==> src/rtl/eth_pkg.sv <==
// Shared Ethernet receive constants, frame-length defaults and receive FSM states.
// Latency: not applicable (declarations only).
// Backpressure: not applicable (declarations only).
`timescale 1ns/1ps
package eth_pkg;

   // CRC-32 as used for the Ethernet FCS (MSB-first form of the polynomial)
   localparam logic [31:0] CRC32_POLY    = 32'h04C11DB7;
   localparam logic [31:0] CRC32_SEED    = 32'hFFFFFFFF;
   // Register value left after folding a frame plus its own correct FCS
   localparam logic [31:0] CRC32_RESIDUE = 32'hC704DD7B;

   // Legal frame length, DA through FCS, in bytes
   localparam int MIN_FRAME_DEF = 64;
   localparam int MAX_FRAME_DEF = 1518;

   // Preamble/SFD pattern recognised by the upstream detector
   localparam logic [7:0] PREAMBLE_BYTE = 8'h55;
   localparam logic [7:0] SFD_BYTE      = 8'hD5;
   localparam int         PREAMBLE_LEN  = 7;

   typedef enum logic [1:0] {
      ST_IDLE    = 2'd0,
      ST_RECEIVE = 2'd1,
      ST_DRAIN   = 2'd2
   } rx_state_e;

endpackage

==> src/rtl/crc32_d8.sv <==
// Combinational CRC-32 next state for one byte, data bits folded LSB first.
// Latency: 0 cycles, pure combinational.
// Backpressure: none; the caller decides when to register the result.
`timescale 1ns/1ps
module crc32_d8
   import eth_pkg::*;
(
   input  logic [31:0] crc_in,
   input  logic [7:0]  data,
   output logic [31:0] crc_out
);

   logic [31:0] c;

   // Eight serial LFSR steps unrolled; bit 0 of the byte goes first on the wire
   always_comb begin
      c = crc_in;
      for (int i = 0; i < 8; i++) begin
         if (c[31] ^ data[i]) begin
            c = {c[30:0], 1'b0} ^ CRC32_POLY;
         end else begin
            c = {c[30:0], 1'b0};
         end
      end
      crc_out = c;
   end

endmodule

==> src/rtl/mac_rx_frame.sv <==
// GMII receive framer: strips FCS, checks CRC/length, streams bytes with tlast/tuser (MAC_RX_STATS_EN adds frame counters).
// Latency: 6 cycles from rxd sample to m_axis beat (input reg, 4-byte FCS window, hold reg, output reg).
// Backpressure: none; the stream cannot stall, bytes are emitted at line rate.
`timescale 1ns/1ps
module mac_rx_frame
   import eth_pkg::*;
#(
   parameter int MIN_FRAME = MIN_FRAME_DEF,
   parameter int MAX_FRAME = MAX_FRAME_DEF
)
(
   input  logic       mac_gmii_rx_clk,
   input  logic       mac_gmii_rx_rstn,
   input  logic [7:0] mac_gmii_rxd,
   input  logic       mac_gmii_rx_dv,
   input  logic       mac_gmii_rx_er,
   input  logic       preamble_sfd_valid,
   output logic [7:0] m_axis_tdata,
   output logic       m_axis_tvalid,
   output logic       m_axis_tlast,
   output logic       m_axis_tuser,
   output logic       last_byte_sent,
   output logic       error
`ifdef MAC_RX_STATS_EN
   ,
   output logic [31:0] rx_good_cnt,
   output logic [31:0] rx_bad_cnt
`endif
);

   localparam int                LEN_W   = $clog2(MAX_FRAME + 2);
   localparam logic [LEN_W-1:0]  LEN_SAT = LEN_W'(MAX_FRAME + 1);
   localparam logic [LEN_W-1:0]  LEN_MIN = LEN_W'(MIN_FRAME);
   localparam logic [LEN_W-1:0]  LEN_MAX = LEN_W'(MAX_FRAME);
   localparam logic [LEN_W-1:0]  WIN_LEN = LEN_W'(4);

   rx_state_e        state_q, state_d;

   logic [7:0]       in_dat;
   logic             in_dv, in_er, in_sfd;
   logic             data_valid;
   logic             start, accept, eof, abort;
   logic             frame_bad;

   logic [3:0][7:0]  win_q;
   logic [7:0]       hold_q;
   logic             hold_vld;
   logic [31:0]      crc_q, crc_base, crc_next;
   logic [LEN_W-1:0] len_q;

   // Register the GMII inputs once so all framing decisions use clean flops
   always_ff @(posedge mac_gmii_rx_clk or negedge mac_gmii_rx_rstn) begin
      if (!mac_gmii_rx_rstn) begin
         in_dat <= '0;
         in_dv  <= 1'b0;
         in_er  <= 1'b0;
         in_sfd <= 1'b0;
      end else begin
         in_dat <= mac_gmii_rxd;
         in_dv  <= mac_gmii_rx_dv;
         in_er  <= mac_gmii_rx_er;
         in_sfd <= preamble_sfd_valid;
      end
   end

   assign data_valid = in_dv & ~in_er;

   // State register
   always_ff @(posedge mac_gmii_rx_clk or negedge mac_gmii_rx_rstn) begin
      if (!mac_gmii_rx_rstn) begin
         state_q <= ST_IDLE;
      end else begin
         state_q <= state_d;
      end
   end

   // Next state and per-cycle datapath commands
   always_comb begin
      state_d = state_q;
      start   = 1'b0;
      accept  = 1'b0;
      eof     = 1'b0;
      abort   = 1'b0;
      case (state_q)
         ST_IDLE: begin
            if (in_sfd && data_valid) begin
               start   = 1'b1;
               state_d = ST_RECEIVE;
            end
         end
         ST_RECEIVE: begin
            if (!in_dv) begin
               eof     = 1'b1;
               state_d = ST_IDLE;
            end else if (in_er) begin
               abort   = 1'b1;
               state_d = ST_DRAIN;
            end else begin
               accept  = 1'b1;
            end
         end
         ST_DRAIN: begin
            if (!in_dv) begin
               state_d = ST_IDLE;
            end
         end
         default: state_d = ST_IDLE;
      endcase
   end

   // The first byte of a frame folds into the seed rather than the stale register
   assign crc_base = start ? CRC32_SEED : crc_q;

   crc32_d8 u_crc (
      .crc_in  (crc_base),
      .data    (in_dat),
      .crc_out (crc_next)
   );

   assign frame_bad = (crc_q != CRC32_RESIDUE) || (len_q < LEN_MIN) || (len_q > LEN_MAX);

   // FCS window, hold register, CRC/length tracking and registered stream outputs
   always_ff @(posedge mac_gmii_rx_clk or negedge mac_gmii_rx_rstn) begin
      if (!mac_gmii_rx_rstn) begin
         win_q          <= '0;
         hold_q         <= '0;
         hold_vld       <= 1'b0;
         crc_q          <= '0;
         len_q          <= '0;
         m_axis_tdata   <= '0;
         m_axis_tvalid  <= 1'b0;
         m_axis_tlast   <= 1'b0;
         m_axis_tuser   <= 1'b0;
         last_byte_sent <= 1'b0;
         error          <= 1'b0;
      end else begin
         m_axis_tvalid  <= 1'b0;
         m_axis_tlast   <= 1'b0;
         m_axis_tuser   <= 1'b0;
         last_byte_sent <= 1'b0;
         error          <= 1'b0;
         if (start) begin
            crc_q    <= crc_next;
            len_q    <= LEN_W'(1);
            win_q    <= {24'h0, in_dat};
            hold_vld <= 1'b0;
         end else if (accept) begin
            crc_q <= crc_next;
            win_q <= {win_q[2:0], in_dat};
            if (len_q != LEN_SAT) begin
               len_q <= len_q + 1'b1;
            end
            // Once four bytes are buffered, the oldest one can no longer be FCS
            if (len_q >= WIN_LEN) begin
               hold_q   <= win_q[3];
               hold_vld <= 1'b1;
               if (hold_vld) begin
                  m_axis_tdata  <= hold_q;
                  m_axis_tvalid <= 1'b1;
               end
            end
         end else if (eof || abort) begin
            // Hold byte is the last payload byte; the window holds the FCS and is dropped
            hold_vld <= 1'b0;
            if (hold_vld) begin
               m_axis_tdata   <= hold_q;
               m_axis_tvalid  <= 1'b1;
               m_axis_tlast   <= 1'b1;
               m_axis_tuser   <= abort | frame_bad;
               last_byte_sent <= 1'b1;
            end
            error <= abort | frame_bad;
         end
      end
   end

`ifdef MAC_RX_STATS_EN
   // Good/bad frame counters, free-running and wrapping
   always_ff @(posedge mac_gmii_rx_clk or negedge mac_gmii_rx_rstn) begin
      if (!mac_gmii_rx_rstn) begin
         rx_good_cnt <= '0;
         rx_bad_cnt  <= '0;
      end else if (eof && !frame_bad) begin
         rx_good_cnt <= rx_good_cnt + 32'd1;
      end else if (eof || abort) begin
         rx_bad_cnt  <= rx_bad_cnt + 32'd1;
      end
   end
`endif

endmodule
==> config.mk <==
export PLATFORM = sky130hd
export DESIGN_NAME = mac_rx_frame
export DESIGN_NICKNAME = d
export VERILOG_FILES = /design/src/rtl/eth_pkg.sv /design/src/rtl/crc32_d8.sv /design/src/rtl/mac_rx_frame.sv
export SDC_FILE = /design/constraint.sdc
export NUM_CORES = 1
export LEC_CHECK = 0
export CAP_MARGIN = 20
export CORE_MARGIN = 2
export CORE_UTILIZATION = 50
export CTS_CLUSTER_SIZE = 20
export DETAILED_ROUTE_END_ITERATION = 12
export DONT_BUFFER_PORTS = 1
export GPL_TIMING_DRIVEN = 0
export SYNTH_ARGS = -nofsm -noshare
export SYNTH_HDL_FRONTEND = slang
export SYNTH_SLANG_ARGS = --single-unit
export TNS_END_PERCENT = 10
==> constraint.sdc <==
create_clock -name mac_gmii_rx_clk -period 3 [get_ports mac_gmii_rx_clk]
set_clock_uncertainty 0.05 [all_clocks]
set_input_delay 0.45 -clock mac_gmii_rx_clk [delete_from_list [all_inputs] [get_ports mac_gmii_rx_clk]]
set_output_delay 0.45 -clock mac_gmii_rx_clk [all_outputs]
set_load 0.02 [all_outputs]
==> out/qor.yml <==
synthesis:
  yosysWarnings: 0
  synth_nets: 579
  synth_most_common_cell: "nand2_1"
  synth_top_area_frac: 0.4801
  syn_area_um2: 5682
  avgSynthCellArea_um2: 10.06
  synth_ff_type: "dfrtp_1"
  synth-async-reset-ratio: 1.000
  postSynthCellCount: 565
  synth_common_cells: "nand2_1, dfrtp_1, xnor2_1"
  synth_area_leaders: "dfrtp_1, xnor2_1, nand2_1"
  ys_seq_area_frac: 0.4801
  synth-edff-count: 0
  netlist.top_cell.by_area: "dfrtp_1"
  synth_cell_types: 52
  ys_seq_elements: 109
worst_setup_path:
  worst_ep_required_time_ns: 3.16
  critical-path-slowest-cell: "buf_1"
  crit_arrival_ns: 2.74
  r2r_cells: 7
  critPathTopFamily: "buffers and inverters"
  critical_path_depth: 7
  endpoint_kind: "register"
  timing.rr.start: "in_er"
  cp_cell_sequence: "and2b_1 > and3_1 > buf_2 > buf_2 > buf_1 > buf_1 > nor2_1"
  cp.buffers_inverters: 4
  crit_fanout: 10
  ff2ff_setup_slack_ns: 0.43
  r2r_end: "len_q[8]"
  path_class: "reg -> reg"
  start_kind: "register"
  cpPeakStageDelay_ns: 0.49
clocking:
  cts.sinks: 109
  post_cts_buffers: 0
  cts_tree: "built"
  clk_latency_ns: 0.36
  clk_pin_slew_ns: 0.08
  clk_path_buf_depth: 2
  htree_levels: 3
  root_buffer: "clkbuf_16"
  post_cts_resized: 0
  cts-buffers-inserted: 9
run:
  maxCapViolations: 0
die:
  die_x_um: 110.6
  rows: 38
  die_y_um: 110.6
  floorplan.io_pins: 26
  initial_core_util: 0.5173
  coreArea_um2: 10980
  dieArea_um2: 12230
drt:
  drc: 0
  vias: 3850
  dr.first_iter.drc_count: 270
  drt-pass1-iter-count: 5
  ant_nets: 0
  drt-total-wl_mm: 12.44
  via_per_inst: 5.340
  wl_per_cell_um: 17.25
sta:
  fmax_mhz: 388.5
  finalHoldViolCount: 109
  whs_ns: -0.2683
  rsz0062_at_grt: "false"
  setup_viol: 0
  period_needed_ns: 2.574
  maxSlewViolCount: 0
  worst_pin_slew_ns: 0.5901
  fin_crit_sh: 0.8580
  final.setup.tns_ns: 0
  max-slew-margin-rel: 0.6038
run_status:
  status: "complete, but fails checks"
  violations: "negative hold slack"
global_routing:
  grt_max_degree: 110
  grt_pass1_wl_mm: 20.73
  grt_pass1_vias: 3854
  grt_usage: 0.2149
  grt_overflow: 0
  antenna_found_initial: 0
placement:
  routabilityCongestion: 0.9506
  place_hpwl_mm: 8.697
  io_buffers: 0
final_layout:
  area_delta_synth_final_pct: 8.126
  fin_util: 0.5594
  fin_nets: 590
  antenna_cells: 0
  layout-drive-gt1-share: 0.09811
power:
  ir_drop_uv: 837.8
  power_density_nw_per_um2: 1072
  p_leak_nw: 2.747
worst_hold_path:
  hp-class: "in -> async"
[registers in the layout, indices dropped and copies added (netlist names), 2 cells and up]
signal        flops
crc_q            32
len_q            11
m_axis_tdata      8
win_q            32
hold_q            8
in_dat            8
state_q           2
[report_power, final]
group	internal (W)	switching (W)
combinational	0.00173	0.00172
clock	0.000576	0.000568
sequential	0.00174	0.000253
total	0.00404	0.00254
[stage by stage]
stage                     hold WS, ns  cells  setup WS, ns  cell area [µm²]  total power (W)
after detailed placement       0.1082    705        0.4137             5857         0.005415
after global placement         0.1082    705        0.4425             5857         0.005377
after floorplan                0.1044    565        0.9488             5682         0.004844
after CTS                     -0.2785    721        0.4033             6143         0.006597
after global routing          -0.2901    721        0.2315             6143         0.007072
final                         -0.2683    721        0.4261             6143         0.006584
[cell usage in the layout (no fill, tap or decap), drive strengths merged, types with 5 or more instances in the layout]
cell type	n
and3	5
nand2	110
xnor2	84
a21oi	26
xor2	39
o21ai	27
clkbuf	26
nand3	7
nand4	5
nor2	38
dfrtp	109
inv	5
buf	21
mux2	20
[routing by layer]
metal / global-route usage / wire, µm / up-vias
met5: 0 / 0 / -
met4: 0.07000 / 263 / 0
met3: 0.05269 / 462 / 18
met2: 0.3382 / 5866 / 80
met1: 0.2938 / 5846 / 1875
li1: - / - / 1877
[kinds of logic after synthesis]
logic type                 synth area share
adders and majority gates          0.002202
xor gates and xnor gates             0.2140
DFF                                  0.4801
AOI/OAI and AO/OA                   0.07730
muxes                               0.04206
and+or+nand+nor                      0.1528
buffers and inverters               0.03149
[layout make-up]
type                       instances  area, µm²
clock inverter                     7      61.31
multi-input combinational        415       2775
tap                              140      175.2
inverter                           3      11.26
clock buffer                       9      225.2
fill                             970       4840
buffer                            38      167.7
sequential                       109       2728
[worst max path at each step]
stage | from | endpoint | slack, ns
6_report | in_er | len_q[8] | 0.43
5_1_grt | in_er | len_q[5] | 0.23
4_1_cts | in_er | len_q[8] | 0.40
3_5_place_dp | in_er | len_q[8] | 0.41
3_3_place_gp | in_er | len_q[10] | 0.44
2_1_floorplan | crc_q[30] | crc_q[8] | 0.95
Power figures use the tool's default switching activity.
